`src/rtl/cu_issue_pkg.sv`:
```
// Shared definitions for the compute-unit issue controller: unit codes, instruction
// field positions, result-select bit indices, FSM encoding and the decoded control bundle.
package cu_pkg;

    typedef enum logic [1:0] {
        UNIT_NOP = 2'b00,
        UNIT_ALU = 2'b01,
        UNIT_MUL = 2'b10,
        UNIT_SHF = 2'b11
    } unit_e;

    localparam int UNIT_HI = 31;
    localparam int UNIT_LO = 30;
    localparam int FUNC_HI = 29;
    localparam int FUNC_LO = 20;
    localparam int RSV_HI  = 19;
    localparam int RSV_LO  = 12;
    localparam int RN_LO   = 8;
    localparam int RX_LO   = 4;
    localparam int RY_LO   = 0;
    localparam int REG_W   = 4;

    localparam int CUEN_ALU = 0;
    localparam int CUEN_MUL = 1;
    localparam int CUEN_SHF = 2;

    localparam logic [0:0] ST_RUN  = 1'b0;
    localparam logic [0:0] ST_MUL2 = 1'b1;

    typedef struct packed {
        logic       alu_log;
        logic [1:0] alu_hc;
        logic [2:0] alu_sc;
        logic       alu_sat;
        logic       mul_otreg;
        logic [3:0] mul_dtsts;
        logic [1:0] mul_cls;
        logic [1:0] shf_cls;
    } ctrl_t;

endpackage

```
`src/rtl/cu_issue_decode.sv`:
```
// Combinational instruction decode: register fields, effective unit and per-unit controls.
// Fields belonging to a unit other than the decoded one are forced to zero.
module cu_issue_decode
    import cu_pkg::*;
(
    input  logic [31:0]      i_instr,
    output unit_e            o_unit,
    output logic             o_illegal,
    output logic [REG_W-1:0] o_rn,
    output logic [REG_W-1:0] o_rx,
    output logic [REG_W-1:0] o_ry,
    output ctrl_t            o_ctrl
);

    logic [6:0] w_func;
    logic       w_unused_func;
    unit_e      w_raw_unit;

    assign w_raw_unit    = unit_e'(i_instr[UNIT_HI:UNIT_LO]);
    assign w_func        = i_instr[FUNC_LO +: 7];
    assign w_unused_func = ^i_instr[FUNC_HI:FUNC_LO+7];

    // Malformed words still flow down the pipe, but as a NOP.
    assign o_illegal = |i_instr[RSV_HI:RSV_LO];
    assign o_unit    = o_illegal ? UNIT_NOP : w_raw_unit;

    assign o_rn = i_instr[RN_LO +: REG_W];
    assign o_rx = i_instr[RX_LO +: REG_W];
    assign o_ry = i_instr[RY_LO +: REG_W];

    always_comb begin
        o_ctrl = '0;
        case (o_unit)
            UNIT_ALU: begin
                o_ctrl.alu_log = w_func[0];
                o_ctrl.alu_hc  = w_func[2:1];
                o_ctrl.alu_sc  = w_func[5:3];
                o_ctrl.alu_sat = w_func[6];
            end
            UNIT_MUL: begin
                o_ctrl.mul_otreg = w_func[0];
                o_ctrl.mul_dtsts = w_func[4:1];
                o_ctrl.mul_cls   = w_func[6:5];
            end
            UNIT_SHF: begin
                o_ctrl.shf_cls = w_func[1:0];
            end
            default: begin
            end
        endcase
    end

endmodule

```
`src/rtl/cu_issue.sv`:
```
// Issue controller: accept -> execute -> write-back, MUL holds E for two cycles.
// Define CU_ISSUE_INTERLOCK_EN to stall acceptance on RAW hazards against E and W.
module cu_issue
    import cu_pkg::*;
#(
    parameter int ADDRESS_WIDTH = 4,
    parameter int SIGNAL_WIDTH  = 3
) (
    input  logic                     clk,
    input  logic                     reset,
    input  logic [31:0]              ps_cu_instr,
    input  logic                     ps_cu_valid,
    output logic                     cu_ps_ready,
    output logic                     cu_ps_illegal,
    output logic                     ps_alu_en,
    output logic                     ps_alu_log,
    output logic                     ps_alu_sat,
    output logic [1:0]               ps_alu_hc,
    output logic [2:0]               ps_alu_sc,
    output logic                     ps_mul_en,
    output logic                     ps_mul_otreg,
    output logic [3:0]               ps_mul_dtsts,
    output logic [1:0]               ps_mul_cls,
    output logic                     ps_shf_en,
    output logic [1:0]               ps_shf_cls,
    output logic [ADDRESS_WIDTH-1:0] ps_xb_raddx,
    output logic [ADDRESS_WIDTH-1:0] ps_xb_raddy,
    output logic [ADDRESS_WIDTH-1:0] ps_xb_wadd,
    output logic [SIGNAL_WIDTH-1:0]  ps_xb_w_cuEn
);

    unit_e                   w_dec_unit;
    logic                    w_dec_illegal;
    logic [REG_W-1:0]        w_rn;
    logic [REG_W-1:0]        w_rx;
    logic [REG_W-1:0]        w_ry;
    ctrl_t                   w_dec_ctrl;
    logic                    w_accept;
    logic                    w_hazard;
    logic                    w_e_busy;
    logic [SIGNAL_WIDTH-1:0] w_e_cuen;

    logic [0:0]               r_state;
    logic                     r_illegal;
    logic                     r_alu_en;
    logic                     r_mul_en;
    logic                     r_shf_en;
    ctrl_t                    r_ctrl;
    logic [ADDRESS_WIDTH-1:0] r_raddx;
    logic [ADDRESS_WIDTH-1:0] r_raddy;
    logic [ADDRESS_WIDTH-1:0] r_wadd;
    logic [SIGNAL_WIDTH-1:0]  r_w_cuen;
    logic [REG_W-1:0]         r_e_rn;

    cu_issue_decode u_decode (
        .i_instr   (ps_cu_instr),
        .o_unit    (w_dec_unit),
        .o_illegal (w_dec_illegal),
        .o_rn      (w_rn),
        .o_rx      (w_rx),
        .o_ry      (w_ry),
        .o_ctrl    (w_dec_ctrl)
    );

    always_comb begin
        w_e_cuen           = '0;
        w_e_cuen[CUEN_ALU] = r_alu_en;
        w_e_cuen[CUEN_MUL] = r_mul_en;
        w_e_cuen[CUEN_SHF] = r_shf_en;
    end

    assign w_e_busy = |w_e_cuen;

`ifdef CU_ISSUE_INTERLOCK_EN
    logic w_src_live;
    logic w_e_hit;
    logic w_w_hit;

    assign w_src_live = unit_e'(ps_cu_instr[UNIT_HI:UNIT_LO]) != UNIT_NOP;
    assign w_e_hit    = w_e_busy && ((w_rx == r_e_rn) || (w_ry == r_e_rn));
    // W's destination is exactly what is being presented on ps_xb_wadd.
    assign w_w_hit    = (|r_w_cuen) && ((ADDRESS_WIDTH'(w_rx) == r_wadd) ||
                                        (ADDRESS_WIDTH'(w_ry) == r_wadd));
    assign w_hazard   = w_src_live && (w_e_hit || w_w_hit);
`else
    assign w_hazard = 1'b0;
`endif

    // Gating with reset keeps ready low in reset and high right after release.
    assign cu_ps_ready = reset && (r_state == ST_RUN) && !w_hazard;
    assign w_accept    = ps_cu_valid && cu_ps_ready;

    always_ff @(posedge clk or negedge reset) begin
        if (!reset) begin
            r_state   <= ST_RUN;
            r_illegal <= 1'b0;
            r_alu_en  <= 1'b0;
            r_mul_en  <= 1'b0;
            r_shf_en  <= 1'b0;
            r_ctrl    <= '0;
            r_raddx   <= '0;
            r_raddy   <= '0;
            r_wadd    <= '0;
            r_w_cuen  <= '0;
            r_e_rn    <= '0;
        end else begin
            r_illegal <= w_accept && w_dec_illegal;
            if (r_state == ST_MUL2) begin
                // Second MUL execute cycle: E contents held, nothing retires yet.
                r_state  <= ST_RUN;
                r_w_cuen <= '0;
            end else begin
                r_w_cuen <= w_e_cuen;
                if (w_e_busy) begin
                    r_wadd <= ADDRESS_WIDTH'(r_e_rn);
                end
                r_alu_en <= w_accept && (w_dec_unit == UNIT_ALU);
                r_mul_en <= w_accept && (w_dec_unit == UNIT_MUL);
                r_shf_en <= w_accept && (w_dec_unit == UNIT_SHF);
                r_ctrl   <= w_accept ? w_dec_ctrl : '0;
                if (w_accept && (w_dec_unit != UNIT_NOP)) begin
                    r_raddx <= ADDRESS_WIDTH'(w_rx);
                    r_raddy <= ADDRESS_WIDTH'(w_ry);
                    r_e_rn  <= w_rn;
                end
                r_state <= (w_accept && (w_dec_unit == UNIT_MUL)) ? ST_MUL2 : ST_RUN;
            end
        end
    end

    assign cu_ps_illegal = r_illegal;
    assign ps_alu_en     = r_alu_en;
    assign ps_alu_log    = r_ctrl.alu_log;
    assign ps_alu_sat    = r_ctrl.alu_sat;
    assign ps_alu_hc     = r_ctrl.alu_hc;
    assign ps_alu_sc     = r_ctrl.alu_sc;
    assign ps_mul_en     = r_mul_en;
    assign ps_mul_otreg  = r_ctrl.mul_otreg;
    assign ps_mul_dtsts  = r_ctrl.mul_dtsts;
    assign ps_mul_cls    = r_ctrl.mul_cls;
    assign ps_shf_en     = r_shf_en;
    assign ps_shf_cls    = r_ctrl.shf_cls;
    assign ps_xb_raddx   = r_raddx;
    assign ps_xb_raddy   = r_raddy;
    assign ps_xb_wadd    = r_wadd;
    assign ps_xb_w_cuEn  = r_w_cuen;

endmodule

```
`config.mk`:
```
export PLATFORM = sky130hd
export DESIGN_NAME = cu_issue
export DESIGN_NICKNAME = d
export VERILOG_FILES = /design/src/rtl/cu_issue_pkg.sv /design/src/rtl/cu_issue_decode.sv /design/src/rtl/cu_issue.sv
export SDC_FILE = /design/constraint.sdc
export NUM_CORES = 1
export LEC_CHECK = 0
export CORE_AREA = 2 2 66 68
export CTS_CLUSTER_SIZE = 12
export DETAILED_ROUTE_END_ITERATION = 8
export DIE_AREA = 0 0 68 70
export PLACE_DENSITY = 0.76
export SYNTH_ARGS = -nofsm -noshare
export SYNTH_HDL_FRONTEND = slang
export SYNTH_SLANG_ARGS = --single-unit
```
`constraint.sdc`:
```
create_clock -name clk -period 2.5 [get_ports clk]
set_input_delay 0.5 -clock clk [delete_from_list [all_inputs] [get_ports clk]]
set_output_delay 0.5 -clock clk [all_outputs]
set_load 0.03 [all_outputs]
```
## Word-level counts from Yosys, hierarchy flattened

Index checks and enable logic that the tools add are counted.

- Bits in registers: 40
- Bits of input ports: 35
- Output and inout port bits: 36
- Word-level logic and storage cells: 42

- Equal/unequal tests: 3
- Multiplexer cells: 8
- Bitwise gates (word level): 1
- Reductions and logical operators: 12

Operators by type and width:

| operator | count |
|---|---|
| 2-to-1 mux 16 bit | 1 |
| 2-to-1 mux 7 bit | 2 |
| OR reduction 8 bit | 1 |
| logical AND 1 bit | 7 |
| == test 2 bit (second input constant) | 2 |
| 2-to-1 mux 2 bit | 2 |
| AND reduction 2 bit | 2 |
| 2-to-1 mux 3 bit | 1 |
| OR reduction 3 bit | 1 |
| == test 2 x 1 -> 1 bit (second input constant) | 1 |
| 2-to-1 mux 1 bit | 2 |
| nonzero test 2 bit | 1 |
| inverter 1 bit | 1 |

## Longest topological paths before layout

Gate-level depths: netlist of the first run.

- Word-level depth: 6
- Depth in mapped cells: 5
- Gate-level depth less buffers: 3

## Cells and area by module

A second synthesis of the first run with hierarchy kept.

- Cells, all modules: 147
- Area total of the unflattened synthesis: 1850.5 um^2

By module, submodules not included:

| module | instances | cells an instance | area an instance (um^2) | seq. area each (um^2) |
|---|---|---|---|---|
| cu_issue | 1 | 92 | 1482.7 | 1001.0 |
| cu_issue_decode | 1 | 55 | 367.9 | 0.0 |

## Worst setup path after synthesis of the first run

Ideal clock, no wire load.

- Path type: input to register
- From: input port ps_cu_instr[19]
- To: register r_raddx[0], in the netlist ps_xb_raddx[0]
- Setup time: 125 ps
- Data arrival time: 2138 ps
- Data required time: 2375 ps
- Setup slack: 237 ps
- Stages on the path: 5
- Buffers on the path: 2
- Cells stage by stage: or4_1 > buf_2 > or4_4 > buf_6 > mux2_4

- Cells in the longest elaborated chain, start to end: 5

RTL lines:

| element | RTL line | RTL |
|---|---|---|
| start, declared | cu_issue.sv:11 | `input logic [31:0] ps_cu_instr,` |
| OR reduction 8 bit | cu_issue_decode.sv:24 | `assign o_illegal = \|i_instr[RSV_HI:RSV_LO];` |
| 2-to-1 mux 2 bit | cu_issue_decode.sv:25 | `assign o_unit = o_illegal ? UNIT_NOP : w_raw_unit;` |
| nonzero test 2 bit | cu_issue.sv:121 | `if (w_accept && (w_dec_unit != UNIT_NOP)) begin` |
| logical AND 1 bit | cu_issue.sv:121 |  |
| AND reduction 2 bit (no source line) | - |  |
| end signal, assigned | cu_issue.sv:122 | `r_raddx <= ADDRESS_WIDTH'(w_rx);` |
| end, declared | cu_issue.sv:49 | `logic [ADDRESS_WIDTH-1:0] r_raddx;` |

Every way passes these cells.
A chain may end at the register's enable or synchronous reset.

## Final worst setup path of the first run

- From: input port ps_cu_instr[19]
- To: register r_e_rn[3]

- Cells in the longest elaborated chain, start to end: 5

RTL lines:

| element | RTL line | RTL |
|---|---|---|
| OR reduction 8 bit | cu_issue_decode.sv:24 |  |
| 2-to-1 mux 2 bit | cu_issue_decode.sv:25 |  |
| nonzero test 2 bit | cu_issue.sv:121 |  |
| logical AND 1 bit | cu_issue.sv:121 |  |
| AND reduction 2 bit (no source line) | - |  |
| end signal, assigned | cu_issue.sv:124 | `r_e_rn <= w_rn;` |
| end, declared | cu_issue.sv:53 | `logic [REG_W-1:0] r_e_rn;` |

Every way passes these cells.

==> results of run 1 <==
==> cell families after synthesis <==
family	count (synthesis)	share of synthesized area (%)
simple gates	18	8.14
compound gates	19	10.8
buf+inv	5	1.79
mux	16	14.2
flops	40	65.1
==> critical path, stage by stage <==
cell	delay, ns
clkdlybuf4s50_1	0.39
or4_1	0.55
or4_4	0.68
mux2_4	0.35
==> layout make-up <==
| cell class | count | area, µm² |
|---|---|---|
| flip-flops and latches | 40 | 1000 |
| fillers | 339 | 1740 |
| well taps | 52 | 65.1 |
| repair buffers | 76 | 731 |
| clock inverters | 1 | 7.51 |
| multi-input cells | 53 | 509 |
| clock buffers | 7 | 86.3 |
==> worst max path at each step <==
| stage | startpoint | endpoint | slack (ns) | depth (start not counted) |
|---|---|---|---|---|
| after global placement | ps_cu_instr[19] | ps_xb_raddy[0] | -0.08 | 4 |
| after detailed placement | ps_cu_instr[19] | r_e_rn[3] | -0.1 | 4 |
| after global routing | ps_cu_instr[19] | r_e_rn[3] | 0.20 | 4 |
| after CTS | ps_cu_instr[19] | r_e_rn[3] | 0.21 | 4 |
| after floorplan | ps_cu_instr[19] | ps_xb_raddx[0] | 0.24 | 5 |
| final | ps_cu_instr[19] | r_e_rn[3] | 0.21 | 4 |
==> cell usage in the layout (no fill, tap or decap) <==
cell type         n
clkdlybuf4s50_1  65
dfrtp_1          40
a22o_1           15
mux2_4           10
buf_4            10
mux2_2            6
clkbuf_8          6
nor2b_1           4
nor2_1            3
or4_1             2
nand2b_1          2
nor4_2            2
a32o_1            2
a21o_1            2
nand3b_1          1
nor3_1            1
and2_1            1
or4_4             1
or3_1             1
clkinvlp_4        1
clkbuf_1          1
buf_2             1
==> registers in the layout, summed over array words and instances (netlist names), 2 cells and up <==
name,flops
ps_mul_dtsts,4
r_e_rn,4
ps_xb_raddx,4
ps_xb_wadd,4
ps_alu_sc,3
ps_xb_w_cuEn,3
ps_xb_raddy,4
ps_mul_cls,2
ps_alu_hc,2
ps_shf_cls,2
==> power by group through the flow <==
| stage | clock (mW) | sequential (mW) | combinational, mW |
|---|---|---|---|
| 2_1_floorplan | 0 | 0.674 | 0.0155 |
| 3_3_place_gp | 0 | 0.667 | 0.0983 |
| 3_5_place_dp | 0 | 0.667 | 0.102 |
| 4_1_cts | 0.451 | 0.654 | 0.102 |
| 5_1_grt | 0.484 | 0.655 | 0.109 |
| 6_report | 0.439 | 0.654 | 0.100 |
==> per-layer routing <==
layer	routed length, µm	vias up	track usage [%]
li1	-	512	-
met4	34	0	4.00
met5	0	-	0
met3	274	5	5.31
met2	1810	42	26.6
met1	1480	558	19.5
==> per-stage QoR <==
step                total power, mW  instances  hold slack [ns]  setup TNS [ns]
floorplan                     0.690         98            0.204               0
detailed placement            0.769        221            0.493           -1.02
global placement              0.765        221            0.481          -0.863
global route                   1.25        229            0.323               0
finish                         1.19        229            0.282               0
CTS                            1.21        229            0.292               0
==> flow_summary_export.csv, run 1 <==
group,metric,value,unit
route,drt-initial-drc-count,71,
timing,timing_max_transition_violations_final,0,
route,wl,3.60,mm
run,maxCapViolCount,0,
synthesis,avgSynthCellArea,15.7,µm²
worst_setup_path,cp.arrival,2.46,ns
timing,max_slew.worst_pin.slew,0.495,ns
timing,hold_viol_final,0,
clocking,clock_path_buffers,2,
power,power.switching,258,µW
cells_and_area,drive_above_1_share,20.9,%
grt,grt.overflow.total,0,
run_status,status,"complete, no violations",
die,die_area,0.00476,mm²
synthesis,yosysWarnings,0,
cells_and_area,area_delta_synth_final,56.1,%
synthesis,synth_edf_count,0,
power,cellLeakagePower,1.13,nW
timing,fin_ws,0.209,ns
synthesis,synth_cell_type_count,19,
placement,place_area,0.00231,mm²
synthesis,syn_inst,98,
cells_and_area,final_design_area_no_fill,0.00240,mm²
worst_setup_path,required,2.67,ns
clocking,cts_root_buf,"clkbuf_8",
synthesis,synthTopCellsByCount,"dfrtp_1, a22o_1, mux2_4",
timing,rsz0062_at_grt,"no",
die,ios,71,
grt,grt_max_degree,42,
worst_setup_path,reg2reg_to,"r_e_rn[3]",
clocking,clkLatencyLatePin,0.29,ns
grt,grt_pass1_vias,1203,
synthesis,yosysTopAreaCellShare,65.1,%
synthesis,synth.ff_latch_count,40,
power,internal-power,936,µW
timing,fin_crit_sh,91.6,%
die,fp.dieW,68,µm
synthesis,synth-main-ff-cell,"dfrtp_1",
synthesis,synth.net_count,133,
grt,grt_pass1_wl,5.74,mm
cells_and_area,n_antenna_cell,0,
clocking,cts_tree,"yes",
die,fp.dieH,70,µm
cells_and_area,final_util,57.9,%
die,fp-row-count,24,
synthesis,yosysTopAreaCell,"dfrtp_1",
timing,fmax,437,MHz
cells_and_area,finalNetCount,211,
power,p_per_area,497,mW/mm²
route,drc,0,
worst_setup_path,start_kind,"input pin",
grt,antenna_found_initial,0,
worst_setup_path,rr_worst_depth,3,
route,wl_per_cell,15.7,µm
route,via_per_inst,4.88,
timing,finalCriticalPeriod,2.29,ns
worst_setup_path,cp_max_fo,12,
worst_setup_path,worstSetupPathType,"input pin to register",
placement,port_buffers,67,
clocking,ctsHoldBuffers,0,
die,start_util,37.1,%
route,ant_nets,0,
timing,relSlewSlack,67.0,%
placement,dp_hpwl,2.70,mm
clocking,numClockSinks,40,
power,p_clk_share,36.8,%
timing,setup_violations,0,
timing,fin_skew,0.00742,ns
power,pwr-share-comb,8.4,%
synthesis,syn_area,0.00154,mm²
placement,pre_cts_slack,-0.0962,ns
placement,gp_congestion,0.734,
clocking,cts_max_level,2,
synthesis,yosysMostFrequentCell,"dfrtp_1",
power,swShare,21.6,%
synthesis,yosysSeqAreaShare,65.1,%
worst_setup_path,r2r_setup_slack,0.79,ns
power,seq_power_share,54.8,%
min_path,hold_class,"input pin to asynchronous set/reset pin",
die,core,0.00414,mm²
synthesis,async_reset_ff_share,100,%
synthesis,synth_area_leaders,"dfrtp_1, mux2_4, a22o_1, mux2_2, nor2b_1",
clocking,post_cts_resized,0,
clocking,post-cts-setup-buffers,0,
power,max-vdd-ir-drop,0.218,mV
clocking,numCtsBuffers,5,
route,drt-pass1-iter-count,4,
clocking,path_clk_slew,0.08,ns
worst_setup_path,r2r_start,"r_state",
worst_setup_path,critPathCaptureType,"register",
route,num_vias,1117,
grt,grt_use_total,16.0,%
Note: power is estimated with default switching activity, not from simulation.
==> run 2: changes to the inputs <==
TNS_END_PERCENT = 10   (was unset)
==> results of run 2 <==
Final layout, timing and power as in run 1 (identical DEF).
==> run 3: changes to the inputs <==
ABC_AREA = 1   (was unset)
SKIP_LAST_GASP = 1   (was unset)
==> run 3 against run 2 <==
Worst setup slack gained 0.47 ns. Critical path depth shrank 3. Power grew 1.8%. Register-to-register slack gained 0.13 ns. Die area is the same. First-iteration DRC count grew 8.5%. Count of clock-buffer cells in the layout is the same. Design area shrank 0.31%. Critical path type is now register to output pin. Largest cell class unchanged. Largest power group unchanged.
==> flow_summary_export.csv, run 3 <==
group,metric,value,unit
timing,setup_violations,0,
clocking,numCtsBuffers,5,
synthesis,synth_area_leaders,"dfrtp_1, nand2_1, o21ai_0, nand3_1, inv_1",
placement,port_buffers,67,
route,drt-initial-drc-count,77,
clocking,ctsHoldBuffers,0,
cells_and_area,final_common_cell,"clkdlybuf4s50_1",
synthesis,async_reset_ff_share,100,%
cells_and_area,fillers,386,
timing,fin_skew,0.00345,ns
power,power.switching,256,µW
die,fp.dieH,70,µm
die,die_area,0.00476,mm²
die,fp-row-count,24,
route,via_per_inst,4.61,
power,swShare,21.1,%
timing,fin_crit_sh,73.0,%
synthesis,synth-main-ff-cell,"dfrtp_1",
route,drt-pass1-iter-count,7,
cells_and_area,area_delta_synth_final,51.6,%
route,wl_per_cell,12.2,µm
synthesis,synth_edf_count,0,
placement,gp_congestion,0.774,
worst_setup_path,worstSetupPathType,"register to output pin",
min_path,hold_class,"input pin to asynchronous set/reset pin",
worst_setup_path,required,2.00,ns
route,drc,0,
cells_and_area,layout_common_cells,"clkdlybuf4s50_1, nand2_1, dfrtp_1",
die,fp.dieW,68,µm
clocking,numClockSinks,40,
cells_and_area,finalNetCount,276,
clocking,post_cts_resized,0,
worst_setup_path,crit_chain,"clkdlybuf4s50_1",
placement,dp_hpwl,2.62,mm
timing,timing_max_transition_violations_final,0,
grt,grt.overflow.total,0,
clocking,post-cts-setup-buffers,0,
synthesis,yosysSeqAreaShare,63.4,%
cells_and_area,multi_input_area,484,µm²
timing,max_slew.worst_pin.slew,0.543,ns
worst_setup_path,critPathTopFamily,"buffers and inverters",
route,wl,3.58,mm
timing,rsz0062_at_grt,"no",
power,seq_power_share,54.0,%
clocking,cts_root_buf,"clkbuf_8",
worst_setup_path,r2r_start,"r_state",
synthesis,syn_inst,170,
grt,grt_pass1_vias,1304,
route,num_vias,1350,
grt,grt_max_degree,22,
power,max-vdd-ir-drop,0.308,mV
placement,pre_cts_slack,0.486,ns
worst_setup_path,critPathCaptureType,"output pin",
worst_setup_path,cp_max_fo,2,
power,cellLeakagePower,1.14,nW
synthesis,synth.ff_latch_count,40,
die,core,0.00414,mm²
grt,antenna_found_initial,0,
clocking,clock_path_buffers,2,
cells_and_area,drive_above_1_share,8.30,%
die,ios,71,
cells_and_area,n_antenna_cell,0,
timing,finalSetupTns,0,ns
timing,relSlewSlack,63.6,%
cells_and_area,final_util,57.7,%
worst_setup_path,cp.buffers_inverters,1,
clocking,clkLatencyLatePin,0.28,ns
cells_and_area,final_design_area_no_fill,0.00239,mm²
power,p_clk_share,37.4,%
route,ant_nets,0,
synthesis,avgSynthCellArea,9.28,µm²
worst_setup_path,cp_slowest_cell,"clkdlybuf4s50_1",
worst_setup_path,cp.arrival,1.32,ns
grt,grt_pass1_wl,5.96,mm
power,p_per_area,508,mW/mm²
clocking,cts_max_level,2,
run_status,status,"complete, no violations",
clocking,path_clk_slew,0.07,ns
synthesis,yosysTopAreaCell,"dfrtp_1",
power,internal-power,958,µW
worst_setup_path,startpoint,"ps_xb_raddx[3]",
power,pwr-share-comb,8.6,%
timing,finalCriticalPeriod,1.82,ns
synthesis,syn_area,0.00158,mm²
synthesis,yosysTopAreaCellShare,63.4,%
synthesis,synthTopCellsByCount,"nand2_1, dfrtp_1, o21ai_0",
placement,place_area,0.00230,mm²
worst_setup_path,start_kind,"register",
synthesis,yosysWarnings,0,
cells_and_area,register_area,0.00100,mm²
synthesis,synth.net_count,205,
timing,hold_viol_final,0,
run,maxCapViolCount,0,
worst_setup_path,max_stage_delay,0.69,ns
synthesis,synth_cell_type_count,15,
synthesis,yosysMostFrequentCell,"nand2_1",
clocking,cts_tree,"yes",
die,start_util,38.1,%
grt,grt_use_total,16.7,%
timing,fmax,548,MHz
timing,fin_ws,0.675,ns
[run 3: cell count changes after synthesis, sizes merged, moves of 9 or more]
cell	before	now
nor2	3	12
mux2	16	0
o21ai	0	23
a22o	15	0
nand2	0	56
nand3	0	16
inv	0	16
[run 3: final timing paths]
| path | end | slack (ns) | depth (start not counted) |
|---|---|---|---|
| min in group clk | ps_xb_wadd[3] | 0.49 | 2 |
| worst max register to register | ps_xb_raddy[1] | 0.92 | 7 |
| worst min-delay path | r_state | 0.09 | 1 |
| worst max-delay path | ps_xb_raddx[3] | 0.68 | 1 |
| max in group asynchronous | ps_xb_wadd[2] | 1.88 | 2 |
| worst min register to register | ps_xb_wadd[3] | 0.49 | 2 |
[run 3: routing by layer]
metal	global-route usage [%]	vias to the layer above	part of all wire [%]
met5	0	-	0
met4	7.11	0	2.7
met3	4.35	10	4.5
met2	25.4	40	50
met1	22.4	628	43
li1	-	672	-
[run 3: worst reg2reg max path, stage by stage, from the launching register on]
cell and delay, ns:
dfrtp_1 0.39, inv_2 0.17, nand3_2 0.13, nor2_1 0.19, nand2_2 0.21, nand2_2 0.26
nand2_1 0.10, nand2_1 0.08
[run 3: logic make-up (layout without fill, tap and decap cells)]
| group | Yosys count | after routing | synth area share, % |
|---|---|---|---|
| compound gates | 24 | 24 | 7.69 |
| buf+inv | 22 | 93 | 5.87 |
| flops | 40 | 40 | 63.4 |
| simple gates | 84 | 84 | 23.0 |
[run 3: final cells by class]
type	instances	area share, %
sequential	40	41.8
tap	52	2.72
inverter	16	2.51
timing repair buffer	70	28.7
clock buffer	7	4.03
multi-input combinational	108	20.2
[run 3: stage by stage]
step	hold slack, ns	std cells	total power, mW
2_1_floorplan	0.204	170	0.696
3_3_place_gp	0.398	286	0.773
3_5_place_dp	0.401	286	0.774
4_1_cts	0.0930	293	1.23
5_1_grt	0.103	293	1.26
6_report	0.0926	293	1.21
[run 3: power by group through the flow]
stage | combinational, mW | clock [mW] | sequential, mW
after detailed placement | 0.106 | 0 | 0.669
after global placement | 0.105 | 0 | 0.669
after global routing | 0.116 | 0.483 | 0.657
after CTS | 0.106 | 0.465 | 0.656
final | 0.104 | 0.454 | 0.656
after floorplan | 0.0180 | 0 | 0.678
